## src/rtl/rv32i_multicycle_ctrl_pkg.sv

```systemverilog
// Shared types for the RV32I multi-cycle control unit: FSM states, PC source,
// write-back source and the recognised base opcodes.
package rv32i_multicycle_ctrl_pkg;

  typedef enum logic [2:0] {
    IDLE_S0      = 3'd0,
    FETCH_S1     = 3'd1,
    DECODE_S2    = 3'd2,
    EXECUTE_S3   = 3'd3,
    MEM_S4       = 3'd4,
    WRITEBACK_S5 = 3'd5
  } RV32I_CONTROL_UNIT_FSM_t;

  typedef enum logic [1:0] {
    PC_PLUS_4   = 2'd0,
    PC_PLUS_IMM = 2'd1,
    ALU_OUT     = 2'd2
  } PC_INPUT_SELECTOR_t;

  typedef enum logic [1:0] {
    WB_ALU = 2'd0,
    WB_MEM = 2'd1,
    WB_PC4 = 2'd2,
    WB_IMM = 2'd3
  } WB_SELECTOR_t;

  typedef enum logic [6:0] {
    LOAD       = 7'b0000011,
    FENCE      = 7'b0001111,
    I_TYPE     = 7'b0010011,
    AUIPC      = 7'b0010111,
    STORE      = 7'b0100011,
    R_TYPE     = 7'b0110011,
    LUI        = 7'b0110111,
    B_TYPE     = 7'b1100011,
    JALR       = 7'b1100111,
    JAL        = 7'b1101111,
    I_ENV_TYPE = 7'b1110011
  } RV32I_OPCODE_t;

  function automatic logic is_rv32i_opcode(input logic [6:0] op);
    case (op)
      LOAD, FENCE, I_TYPE, AUIPC, STORE, R_TYPE,
      LUI, B_TYPE, JALR, JAL, I_ENV_TYPE: is_rv32i_opcode = 1'b1;
      default:                            is_rv32i_opcode = 1'b0;
    endcase
  endfunction

endpackage

```

## src/rtl/rv32i_multicycle_ctrl_mem_timeout.sv

```systemverilog
// Wait-cycle counter for the shared memory port; expired flags the last
// permitted waiting cycle so a response arriving in it still wins.
module rv32i_mem_timeout #(
  parameter int MEM_TIMEOUT = 16,
  parameter int TMO_W       = 5
) (
  input  logic clk,
  input  logic rst_n,
  input  logic clear,
  input  logic enable,
  output logic expired
);

  logic [TMO_W-1:0] count_r;

  // Count waiting cycles; clear has priority over enable.
  always_ff @(posedge clk or negedge rst_n) begin
    if (!rst_n) begin
      count_r <= '0;
    end else if (clear) begin
      count_r <= '0;
    end else if (enable) begin
      count_r <= count_r + TMO_W'(1);
    end else begin
      count_r <= count_r;
    end
  end

  assign expired = (count_r >= TMO_W'(MEM_TIMEOUT - 1));

endmodule

```

## src/rtl/rv32i_multicycle_ctrl.sv

```systemverilog
// Multi-cycle RV32I control FSM: sequences fetch/decode/execute/mem/write-back
// and drives the datapath strobes and the shared memory port.
module rv32i_multicycle_ctrl
  import rv32i_multicycle_ctrl_pkg::*;
#(
  parameter int MEM_TIMEOUT = 16,
  parameter int TMO_W       = 5
) (
  input  logic       clk,
  input  logic       rst_n,
  input  logic       start_i,
  input  logic [6:0] opcode_i,
  input  logic       branch_taken_i,
  input  logic       mem_rvalid_i,
  output logic       mem_req_o,
  output logic       mem_we_o,
  output logic       mem_sel_data_o,
  output logic       ir_we_o,
  output logic       pc_we_o,
  output logic [1:0] pc_sel_o,
  output logic       rf_we_o,
  output logic [1:0] wb_sel_o,
  output logic       halt_o,
  output logic       illegal_o,
  output logic       bus_err_o,
  output logic [2:0] state_o
);

  RV32I_CONTROL_UNIT_FSM_t state_r, state_nxt_s;
  PC_INPUT_SELECTOR_t      pc_sel_s;
  WB_SELECTOR_t            wb_sel_s;

  logic mem_req_s, mem_we_s, mem_sel_data_s, ir_we_s, pc_we_s, rf_we_s;
  logic set_halt_s, set_illegal_s, set_bus_err_s;
  logic tmo_clear_s, tmo_en_s, tmo_expired_s;
  logic halt_r, illegal_r, bus_err_r;

  rv32i_mem_timeout #(
    .MEM_TIMEOUT (MEM_TIMEOUT),
    .TMO_W       (TMO_W)
  ) u_mem_timeout (
    .clk     (clk),
    .rst_n   (rst_n),
    .clear   (tmo_clear_s),
    .enable  (tmo_en_s),
    .expired (tmo_expired_s)
  );

  // Next-state and datapath control decode.
  always_comb begin
    state_nxt_s    = state_r;
    mem_req_s      = 1'b0;
    mem_we_s       = 1'b0;
    mem_sel_data_s = 1'b0;
    ir_we_s        = 1'b0;
    pc_we_s        = 1'b0;
    rf_we_s        = 1'b0;
    pc_sel_s       = PC_PLUS_4;
    wb_sel_s       = WB_ALU;
    set_halt_s     = 1'b0;
    set_illegal_s  = 1'b0;
    set_bus_err_s  = 1'b0;
    tmo_clear_s    = 1'b1;
    tmo_en_s       = 1'b0;
    case (state_r)
      IDLE_S0: begin
        if (start_i) begin
          state_nxt_s = FETCH_S1;
        end else begin
          state_nxt_s = IDLE_S0;
        end
      end
      FETCH_S1: begin
        mem_req_s = 1'b1;
        if (mem_rvalid_i) begin
          ir_we_s     = 1'b1;
          state_nxt_s = DECODE_S2;
        end else if (tmo_expired_s) begin
          set_bus_err_s = 1'b1;
          state_nxt_s   = IDLE_S0;
        end else begin
          tmo_clear_s = 1'b0;
          tmo_en_s    = 1'b1;
        end
      end
      DECODE_S2: begin
        if (is_rv32i_opcode(opcode_i)) begin
          state_nxt_s = EXECUTE_S3;
        end else begin
          set_illegal_s = 1'b1;
          state_nxt_s   = IDLE_S0;
        end
      end
      EXECUTE_S3: begin
        case (opcode_i)
          LOAD, STORE: state_nxt_s = MEM_S4;
          B_TYPE: begin
            pc_we_s     = 1'b1;
            pc_sel_s    = branch_taken_i ? PC_PLUS_IMM : PC_PLUS_4;
            state_nxt_s = FETCH_S1;
          end
          I_ENV_TYPE: begin
            set_halt_s  = 1'b1;
            state_nxt_s = IDLE_S0;
          end
          default: state_nxt_s = WRITEBACK_S5;
        endcase
      end
      MEM_S4: begin
        mem_req_s      = 1'b1;
        mem_sel_data_s = 1'b1;
        mem_we_s       = (opcode_i == STORE);
        if (mem_rvalid_i) begin
          if (opcode_i == STORE) begin
            pc_we_s     = 1'b1;
            state_nxt_s = FETCH_S1;
          end else begin
            state_nxt_s = WRITEBACK_S5;
          end
        end else if (tmo_expired_s) begin
          set_bus_err_s = 1'b1;
          state_nxt_s   = IDLE_S0;
        end else begin
          tmo_clear_s = 1'b0;
          tmo_en_s    = 1'b1;
        end
      end
      WRITEBACK_S5: begin
        rf_we_s     = 1'b1;
        pc_we_s     = 1'b1;
        state_nxt_s = FETCH_S1;
        case (opcode_i)
          JAL: begin
            pc_sel_s = PC_PLUS_IMM;
            wb_sel_s = WB_PC4;
          end
          JALR: begin
            pc_sel_s = ALU_OUT;
            wb_sel_s = WB_PC4;
          end
          LUI:     wb_sel_s = WB_IMM;
          LOAD:    wb_sel_s = WB_MEM;
          default: wb_sel_s = WB_ALU;
        endcase
      end
      default: state_nxt_s = IDLE_S0;
    endcase
  end

  // State register and sticky status flags; flags clear when a new run starts.
  always_ff @(posedge clk or negedge rst_n) begin
    if (!rst_n) begin
      state_r   <= IDLE_S0;
      halt_r    <= 1'b0;
      illegal_r <= 1'b0;
      bus_err_r <= 1'b0;
    end else begin
      state_r <= state_nxt_s;
      if ((state_r == IDLE_S0) && start_i) begin
        halt_r    <= 1'b0;
        illegal_r <= 1'b0;
        bus_err_r <= 1'b0;
      end else begin
        halt_r    <= halt_r | set_halt_s;
        illegal_r <= illegal_r | set_illegal_s;
        bus_err_r <= bus_err_r | set_bus_err_s;
      end
    end
  end

  assign mem_req_o      = mem_req_s;
  assign mem_we_o       = mem_we_s;
  assign mem_sel_data_o = mem_sel_data_s;
  assign ir_we_o        = ir_we_s;
  assign pc_we_o        = pc_we_s;
  assign pc_sel_o       = pc_sel_s;
  assign rf_we_o        = rf_we_s;
  assign wb_sel_o       = wb_sel_s;
  assign halt_o         = halt_r;
  assign illegal_o      = illegal_r;
  assign bus_err_o      = bus_err_r;
  assign state_o        = state_r;

endmodule

```

## config.mk

```make
export PLATFORM = sky130hd
export DESIGN_NAME = rv32i_multicycle_ctrl
export DESIGN_NICKNAME = d
export VERILOG_FILES = /design/src/rtl/rv32i_multicycle_ctrl_pkg.sv /design/src/rtl/rv32i_multicycle_ctrl_mem_timeout.sv /design/src/rtl/rv32i_multicycle_ctrl.sv
export SDC_FILE = /design/constraint.sdc
export NUM_CORES = 1
export LEC_CHECK = 0
export CAP_MARGIN = 20
export CORE_UTILIZATION = 40
export CTS_BUF_LIST = sky130_fd_sc_hd__clkbuf_4 sky130_fd_sc_hd__clkbuf_8 sky130_fd_sc_hd__clkbuf_16
export CTS_CLUSTER_SIZE = 12
export DETAILED_ROUTE_END_ITERATION = 8
export GPL_TIMING_DRIVEN = 0
export PLACE_DENSITY = 0.85
export SYNTH_ARGS = -nofsm -noshare
export SYNTH_HDL_FRONTEND = slang
export SYNTH_SLANG_ARGS = --single-unit
```

## constraint.sdc

```tcl
create_clock -name clk -period 1.47 [get_ports clk]
set_input_delay 0.294 -clock clk [delete_from_list [all_inputs] [get_ports clk]]
set_output_delay 0.294 -clock clk [all_outputs]
set_load 0.01 [all_outputs]
```

==> results of run 1 <==
[cells by family after synthesis]
| kind of cell | after synthesis | synth area share |
|---|---|---|
| compound gates | 21 | 0.189 |
| xor+xnor | 1 | 0.0105 |
| fa+ha+maj | 2 | 0.0301 |
| buf+inv | 7 | 0.0511 |
| flops | 11 | 0.331 |
| simple gates | 51 | 0.388 |
[metal layers]
layer  global-route usage  part of all wire  vias up
met1                0.259              0.36      492
met5                    0                 0        -
met2                0.551              0.56       50
met4                0.128             0.048        0
li1                     -                 -      449
met3               0.0302             0.038       17
[power groups by stage]
stage,Clock [mW],Combinational [mW],Sequential [mW]
floorplan,0,0.339,0.458
global placement,0,0.632,0.450
detailed placement,0,0.651,0.458
CTS,0.234,0.986,0.412
global route,0.253,1.33,0.436
finish,0.237,1.25,0.429
[synth_stat cells]
cell type  number
nor3_2          1
a21oi_1         5
nor2b_1         2
nand3b_1        1
nor4_1          2
a31oi_1         2
nand4b_1        1
a41oi_1         1
a21o_1          1
nor3_1          3
and4_4          1
and2_1          1
and3b_2         1
nand2_1         4
nand4bb_1       1
or3b_1          3
and4bb_4        1
buf_6           2
o211ai_1        2
nand2b_1        3
and3_2          1
inv_1           4
o21ai_1         1
o21ai_0         3
ha_1            2
dfrtp_1        11
nand4_1         2
xnor2_1         1
nand4_4         1
a211o_1         2
o2bb2a_4        1
nor3b_1         2
nand3_1         2
buf_2           1
and3_1          3
o22ai_1         1
nor2_1         15
a211oi_2        2
[flip-flops by register name (all words and copies together), names as in the netlist]
signal,cells
bus_err_o,1
u_mem_timeout.count_r,5
state_o,3
illegal_o,1
halt_o,1
[worst paths after layout]
path | from | end | slack (ps) | depth (start not counted)
max | state_o[2] | pc_sel_o[0] | -510 | 6
min | rst_n | u_mem_timeout.count_r[0] | 340 | 1
max reg2reg | u_mem_timeout.count_r[0] | state_o[2] | -110 | 7
min reg2reg | illegal_o | illegal_o | 510 | 2
max in group asynchronous | rst_n | state_o[0] | 760 | 1
min in group clk | illegal_o | illegal_o | 510 | 2
[through the flow]
stage / setup TNS (ps) / utilization / setup slack (ps) / instance area (um^2) / power (mW)
final: -3600 / 0.760 / -507 / 1490 / 1.92
after global routing: -4390 / 0.760 / -572 / 1490 / 2.02
after CTS: -2880 / 0.685 / -499 / 1340 / 1.63
after floorplan: -612 / - / -174 / 841 / 0.797
after detailed placement: -8590 / 0.573 / -1020 / 1120 / 1.11
after global placement: -8000 / 0.573 / -976 / 1120 / 1.08
[area by class of cell]
class	instances	area share
inverters	4	0.0101
multi-input cells	75	0.462
repair buffers	49	0.288
flip-flops and latches	11	0.186
plain buffers	2	0.0109
well taps	27	0.0227
clock buffers	4	0.0201
[what timing repair did]
item,in CTS,in global routing
setup buffers,17,8
pin swaps,11,14
cloned,0,0
endpoints found under the setup margin,23,25
gates resized for setup,77,28
==> results.tsv, run 1 <==
metric	value	unit
placed cells	145	
routability cong.	0.780	
ANT nets after route	0	
commonest non-fill, non-tap cell in the layout	buf_4	
Critical Path RT	1180	ps
Rel. slew slack	0.663	
via count	1008	
CTS tree	built	
Crit path max-delay family	simple AND/OR/NAND/NOR gates	
Post-Syn Area	832	um^2
Clock Sinks	11	
slowest cell delay on critical path	400	ps
H-tree depth	1	
wire length per cell	18.1	um
TritonCTS buffer count	3	
fillers	155	
status	finished with violations	
total global-route track usage	0.268	
final wirelength	3110	um
Post-Synthesis Cells	93	
first-pass GRT wire length	4170	um
CTS Buffer Depth	2	
clock share of power	0.124	
max-cap violations	0	
IO Port Bufs	25	
worst-margin pin slew	504	ps
final worst setup slack	-507	ps
logic gate share of total power	0.652	
switching fraction of total power	0.394	
Final HPWL DP	1600	um
initial core utilization	0.424	
synth unique cells	38	
die width	47.6	um
I/O Pins	28	
Skew-Pair Late Insertion Delay	280	ps
P_leak	0.723	nW
largest net degree at the start of global routing	12	
CP Launch Type	flip-flop	
Fin Hold WS	343	ps
Crit Path Class	reg -> out	
post-route insts no fill	172	
post-synth top area share	0.331	
post-synthesis sequential area ratio	0.331	
PwrDens	1280	mW/mm^2
violated checks	setup timing	
Die ar.	0.00227	mm^2
switching power	0.754	mW
initial antenna violation count	0	
Max Freq	0.506	GHz
nets	160	
post-synth top area cell	dfrtp_1	
period utilisation layout	1.34	
die height	47.6	um
internal power	1.16	mW
endpoint class of the critical path	output pin	
crit-path max FO	6	
CP max-delay cell	dfrtp_2	
clock period minus worst slack	1980	ps
Layout area overhead	79.2	%
Core ar.	0.00196	mm^2
worst hold path class	in -> async	
layout cell share with drive strength beyond 1	0.531	
via-per-instance ratio	5.86	
vias in the first global route	952	
grt ovf	0	
Crit path arrival time	1680	ps
DRC viols	0	
Seq pwr share	0.224	
clk slew on worst S/H paths	80	ps
Max rail drop VDD	1.12	mV
syn avg cell area	8.95	um^2
area of the multi-input gates	689	um^2
critical path buffer and inverter count	2	
Final Slew Violations	0	
register area	278	um^2
Syn Nets	107	
CP Cell Sequence	buf_6, and3b_2, nand4_4, o2bb2a_4, nor3_4, buf_2	
top cells by area, synth	dfrtp_1, nor2_1, or3b_1	
Clock Skew	7.06	ps
Hold Buf Count CTS	0	
Antenna Cells	0	
Synthesis Warnings	0	
commonest non-fill, non-tap cells in the layout	buf_4, buf_6, dfrtp_1	
RSZ-0062 raised after global routing	true	
first-pass iteration count of the detailed router	4	
final hold viol count	0	
number of DRC markers in iteration 0	22	
number of placement rows	16	
Final setup violation count	14	
Root Buffer	clkbuf_4	
Synth Register Bits	11	
(Power assumes the default switching activity.)
==> run 2, diff against run 1 <==
Settings changed: SLEW_MARGIN set to 10.
==> results of run 2 <==
No change in the layout: final DEF, timing and power equal those of run 1.
